File: src/rtl/seg7_pkg.sv
// Shared constants for the multiplexed 7-segment display: active-low segment
// patterns and the all-off levels for segments and anodes.
package seg7_pkg;

  localparam logic [6:0] SEG_BLANK = 7'h7F;
  localparam logic [7:0] ANODE_OFF = 8'hFF;

  // {a,b,c,d,e,f,g}, active low, indexed by nibble value 0..F
  localparam logic [6:0] SEG_LUT [16] = '{
    7'h01, 7'h4F, 7'h12, 7'h06, 7'h4C, 7'h24, 7'h20, 7'h0F,
    7'h00, 7'h04, 7'h08, 7'h60, 7'h31, 7'h42, 7'h30, 7'h38
  };

endpackage

File: src/rtl/hex_to_seg7.sv
// Nibble to active-low 7-segment pattern, purely combinational.
module hex_to_seg7
  import seg7_pkg::*;
(
  input  logic [3:0] nib,
  output logic [6:0] seg
);

  assign seg = SEG_LUT[nib];

endmodule

File: src/rtl/seg7_scan_display.sv
// Captures a 32-bit result word and scans it as hex digits across a
// multiplexed, active-low 7-segment display. All pins are registered.
module seg7_scan_display
  import seg7_pkg::*;
#(
  parameter int REFRESH_DIV = 100000,
  parameter int NUM_DIGITS  = 8,
  parameter int BLANK_LZ    = 1
) (
  input  logic                  clk,
  input  logic                  rst,
  input  logic [31:0]           value_in,
  input  logic                  load,
  output logic [NUM_DIGITS-1:0] Anode_Activate,
  output logic [6:0]            LED_out,
  output logic                  disp_zero
);

  localparam int IW = $clog2(NUM_DIGITS);
  localparam int PW = (REFRESH_DIV > 1) ? $clog2(REFRESH_DIV) : 1;

  logic [31:0]   shown_value;
  logic [PW-1:0] presc;
  logic [IW-1:0] idx, idx_n;
  logic          tick, blank;
  logic [3:0]    nib;
  logic [6:0]    seg;

  assign tick  = (presc == PW'(REFRESH_DIV - 1));
  assign idx_n = (idx == IW'(NUM_DIGITS - 1)) ? '0 : idx + IW'(1);
  assign nib   = shown_value[4*idx_n +: 4];

  // Digit 0 is never blanked so a zero value still shows one "0".
  assign blank = (BLANK_LZ != 0) && (idx_n != '0) &&
                 ((shown_value >> {idx_n, 2'b00}) == 32'h0);

  hex_to_seg7 u_hex (
    .nib (nib),
    .seg (seg)
  );

  // The scan reads shown_value before a same-edge load lands, so a slot
  // never mixes old and new values.
  always_ff @(posedge clk) begin
    if (rst) begin
      shown_value    <= '0;
      presc          <= '0;
      idx            <= IW'(NUM_DIGITS - 1);
      Anode_Activate <= ANODE_OFF;
      LED_out        <= SEG_BLANK;
      disp_zero      <= 1'b1;
    end else begin
      if (load) begin
        shown_value <= value_in;
        disp_zero   <= (value_in == 32'h0);
      end
      presc <= tick ? '0 : presc + PW'(1);
      if (tick) begin
        idx            <= idx_n;
        Anode_Activate <= ~(NUM_DIGITS'(1) << idx_n);
        LED_out        <= blank ? SEG_BLANK : seg;
      end
    end
  end

endmodule

File: config.mk
export PLATFORM = sky130hd
export DESIGN_NAME = seg7_scan_display
export DESIGN_NICKNAME = d
export VERILOG_FILES = /design/src/rtl/seg7_pkg.sv /design/src/rtl/hex_to_seg7.sv /design/src/rtl/seg7_scan_display.sv
export SDC_FILE = /design/constraint.sdc
export NUM_CORES = 1
export LEC_CHECK = 0
export CAP_MARGIN = 30
export CORE_MARGIN = 10
export CORE_UTILIZATION = 54
export CTS_CLUSTER_DIAMETER = 30
export DETAILED_ROUTE_END_ITERATION = 10
export PLACE_DENSITY = 0.79
export SLEW_MARGIN = 20
export SYNTH_ARGS = -nofsm -noshare
export SYNTH_HDL_FRONTEND = slang
export SYNTH_SLANG_ARGS = --single-unit
export TNS_END_PERCENT = 100
File: constraint.sdc
create_clock -name clk -period 3.85 [get_ports clk]
set_clock_uncertainty 0.05 [all_clocks]
set_input_delay 0.77 -clock clk [delete_from_list [all_inputs] [get_ports clk]]
set_output_delay 0.77 -clock clk [all_outputs]
set_load 0.02 [all_outputs]
==> results.txt <==
----------------------------------------------------
[Timing]
  Number of slew-limit violations in the final report ... 0
  Slew margin rel. ... 0.596
  Upper clock frequency limit ... 311 MHz
  Final period demand of the worst path ... 3220 ps
  Final worst-path setup slack ... 632 ps
  Final hold viol count ... 0
  Final sum of negative setup slack ... 0 ps
  Final setup violating endpoints ... 0
  Slew of the pin with the lowest slew margin ... 606 ps
  Ratio of final minimum period to clock period ... 0.836
  RSZ-0062 raised after global routing ... false

[Power]
  Standby leakage power ... 1.69 nW
  Power density relative to cell area ... 388 mW/mm2
  IR drop worst, VDD ... 0.300 mV
  Total power after layout ... 1.64 mW

[Worst hold path]
  Worst min path class ... register to register
  Origin of the worst min-delay path ... disp_zero

[Critical path]
  Critical-path cell with the highest stage delay ... sky130_fd_sc_hd__dfxtp_1
  Chain of cells forming the critical path ... inv_1 -> ha_1 -> buf_4 -> mux4_2 -> mux2_2 -> inv_1 -> ha_1 -> o311ai_0 -> nor2_1 -> a311oi_2 -> a21oi_4 -> o22a_1
  CP Launch Type ... register
  Class of the most critical setup path ... register to register
  Endpoint class of the critical path ... register
  Critical path fanouts, max ... 15
  Arrival time reported for the critical path endpoint ... 3460 ps
  Launching instance or port of the critical path ... idx[0]
  Reg-to-reg startpoint ... idx[0]
  Crit path largest cell delay ... 490 ps
  Required time worst endpoint ... 4100 ps

[Placement]
  Worst-case setup slack after placement ... 651 ps
  Cell total after placement ... 477
  Total cell area at the placement stage ... 0.00399 mm2
  Placer congestion estimate ... 0.911
  Sum of net half-perimeters after detailed placement ... 6010 um
  Port Buffer Count ... 50

[Run status]
  Result of the run ... finished clean

[Finish]
  Fraction of final layout cells sized beyond drive strength 1 ... 0.0938
  Count of nets after finishing ... 459
  Area growth from synthesis to final layout ... 22.0%
  Filler cells ... 536
  Diode count ... 0
  Filler-free cell count of the finished design ... 493
  Post-route cell area ... 0.00424 mm2

[Drt]
  Detailed-route via count ... 2875
  Remaining number of nets flagged by the antenna check after routing ... 0
  Number of violations reported at the end of detailed-routing iteration 0 ... 114
  Residual DRC count ... 0
  Vias per inst ... 5.83
  Detailed-router iteration count before antenna repair ... 4
  Drt total wl ... 7970 um
  WL per Instance ... 16.2 um

[Floorplan]
  Number of top-level pins ... 51
  Width of the die ... 100 um
  Standard-cell rows ... 29
  Core outline area ... 0.00631 mm2
  Die Ht ... 100 um
  Effective utilization at floorplan ... 0.551
  Overall die area ... 0.0100 mm2

[Clocking]
  Latest clock arrival within the worst-skew pair ... 360 ps
  H-tree lvl count ... 3
  Clock Pin Slew Worst Setup and Hold Paths ... 70 ps
  Number of buffers added by the clock tree synthesis step ... 9
  Root buffer cell ... sky130_fd_sc_hd__clkbuf_8
  CTS sink cnt ... 68
  TritonCTS clock tree ... yes
  Number of buffers inserted by post-CTS setup repair ... 0
  Deepest clock path buffer count ... 2
  Post-cts sizing count ... 0
  Post-CTS Hold Buffers ... 0

[Global route]
  GRT Overall Usage ... 0.164
  Number of global-route vias before repair ... 2896
  First-pass GRT wire length ... 13500 um
  Initial antenna violation count ... 0
  Total overflow reported by the global router ... 0
  Maximum number of pins on one net before global-route repair ... 45

[Synth]
  Syn Nets ... 416
  Number of instances in the synthesized netlist ... 368
  Synthesized cell area ... 0.00348 mm2
  Seq cells post-synth ... 68
  Part of the Yosys area used for sequential elements ... 0.392
  Number of warnings reported in the yosys synthesis log ... 0
  Avg Inst Size Synth ... 9.45 um2
  Count of cell types in the netlist ... 50

[Run]
  Number of violations of the max-capacitance limit ... 0

----------------------------------------------------
==> where the power goes <==
| group | switching [mW] | internal, mW |
|---|---|---|
| Clock | 0.276 | 0.447 |
| Combinational | 0.0787 | 0.0900 |
| Sequential | 0.0254 | 0.727 |
==> metal layers <==
layer / share of wire / track usage / vias up
li1: - / - / 1407
met1: 0.42 / 0.186 / 1362
met2: 0.49 / 0.277 / 92
met3: 0.072 / 0.0453 / 14
met4: 0.019 / 0.0804 / 0
met5: 0 / 0 / -
==> metrics by stage <==
stage / hold slack, ps / util
final: 426 / 0.672
after floorplan: 399 / -
after global routing: 464 / 0.672
after detailed placement: 408 / 0.632
after CTS: 429 / 0.672
after global placement: 403 / 0.632
==> worst paths after layout <==
check | to | slack (ps) | depth (start not counted)
min | disp_zero | 430 | 2
max | LED_out[1] | 630 | 12
max reg2reg | LED_out[1] | 630 | 12
min reg2reg | disp_zero | 430 | 2
==> logic make-up (layout without fill, tap and decap cells) <==
| logic type | Yosys count | after routing | synth area share |
|---|---|---|---|
| simple gates | 151 | 151 | 0.214 |
| compound gates | 43 | 43 | 0.0950 |
| fa+ha+maj | 13 | 13 | 0.0468 |
| xor+xnor | 16 | 16 | 0.0403 |
| flops | 68 | 68 | 0.392 |
| mux | 48 | 48 | 0.174 |
| buf+inv | 29 | 77 | 0.0382 |
==> Yosys cell counts (all sizes together) <==
library cell / instances / share of area
a211o: 3 / 0.0076
a211oi: 2 / 0.0043
a21oi: 2 / 0.0061
a22o: 1 / 0.0025
a311oi: 2 / 0.0068
a31oi: 2 / 0.0036
a32oi: 3 / 0.0076
and3: 4 / 0.0072
and4: 1 / 0.0025
buf: 13 / 0.021
clkbuf: 9 / 0.0097
dfxtp: 68 / 0.39
ha: 13 / 0.047
inv: 7 / 0.0076
mux2: 4 / 0.014
mux2i: 36 / 0.11
mux4: 8 / 0.053
nand2: 13 / 0.014
nand2b: 8 / 0.014
nand3: 15 / 0.022
nand4: 3 / 0.0054
nand4b: 1 / 0.0025
nor2: 67 / 0.075
nor2b: 4 / 0.0094
nor3: 11 / 0.016
nor3b: 4 / 0.0086
nor4: 14 / 0.025
nor4b: 1 / 0.0025
o21ai: 11 / 0.016
o21bai: 3 / 0.0065
o22a: 7 / 0.018
o22ai: 1 / 0.0018
o311a: 1 / 0.0029
o311ai: 2 / 0.0050
o31ai: 2 / 0.0043
o32ai: 1 / 0.0025
or2: 2 / 0.0036
or4: 3 / 0.0065
xnor2: 5 / 0.013
xor2: 11 / 0.028
==> cell type report <==
cell class	instances	area, um2	area share
Clock inverter	6	111	0.0263
Inverter	7	26.3	0.00620
Clock buffer	10	138	0.0325
Multi-Input combinational cell	271	1980	0.467
Sequential cell	68	1360	0.321
Tap cell	77	96.3	0.0227
Timing Repair Buffer	54	526	0.124
==> critical path: cells and delay by family (launching register included) <==
kind	cells	cell delay (ps)
adder cells (fa/ha/maj)	2	640
buffers and inverters	3	520
AO/OA/AOI/OAI	4	660
AND/OR/NAND/NOR	1	170
flip-flops	1	490
multiplexers	2	640
==> state kept, by name (all words and copies together) (netlist names) <==
signal and cells:
shown_value 32, presc 17, Anode_Activate 8, LED_out 7
idx 3, disp_zero 1
==> cell usage in the layout (no fill, tap or decap), types with 4 or more instances in the layout <==
cell type / instances
sky130_fd_sc_hd__xnor2_1: 5
sky130_fd_sc_hd__clkdlybuf4s50_1: 49
sky130_fd_sc_hd__nor3_1: 11
sky130_fd_sc_hd__nand2_1: 13
sky130_fd_sc_hd__nor4_1: 14
sky130_fd_sc_hd__xor2_1: 11
sky130_fd_sc_hd__o22a_1: 7
sky130_fd_sc_hd__mux4_2: 7
sky130_fd_sc_hd__nand2b_1: 8
sky130_fd_sc_hd__clkbuf_8: 10
sky130_fd_sc_hd__dfxtp_1: 68
sky130_fd_sc_hd__nor3b_1: 4
sky130_fd_sc_hd__nor2_1: 66
sky130_fd_sc_hd__buf_4: 4
sky130_fd_sc_hd__ha_1: 13
sky130_fd_sc_hd__inv_1: 7
sky130_fd_sc_hd__and3_1: 4
sky130_fd_sc_hd__mux2i_1: 35
sky130_fd_sc_hd__nand3_1: 15
sky130_fd_sc_hd__o21ai_0: 11
Power figures use the tool's default switching activity.
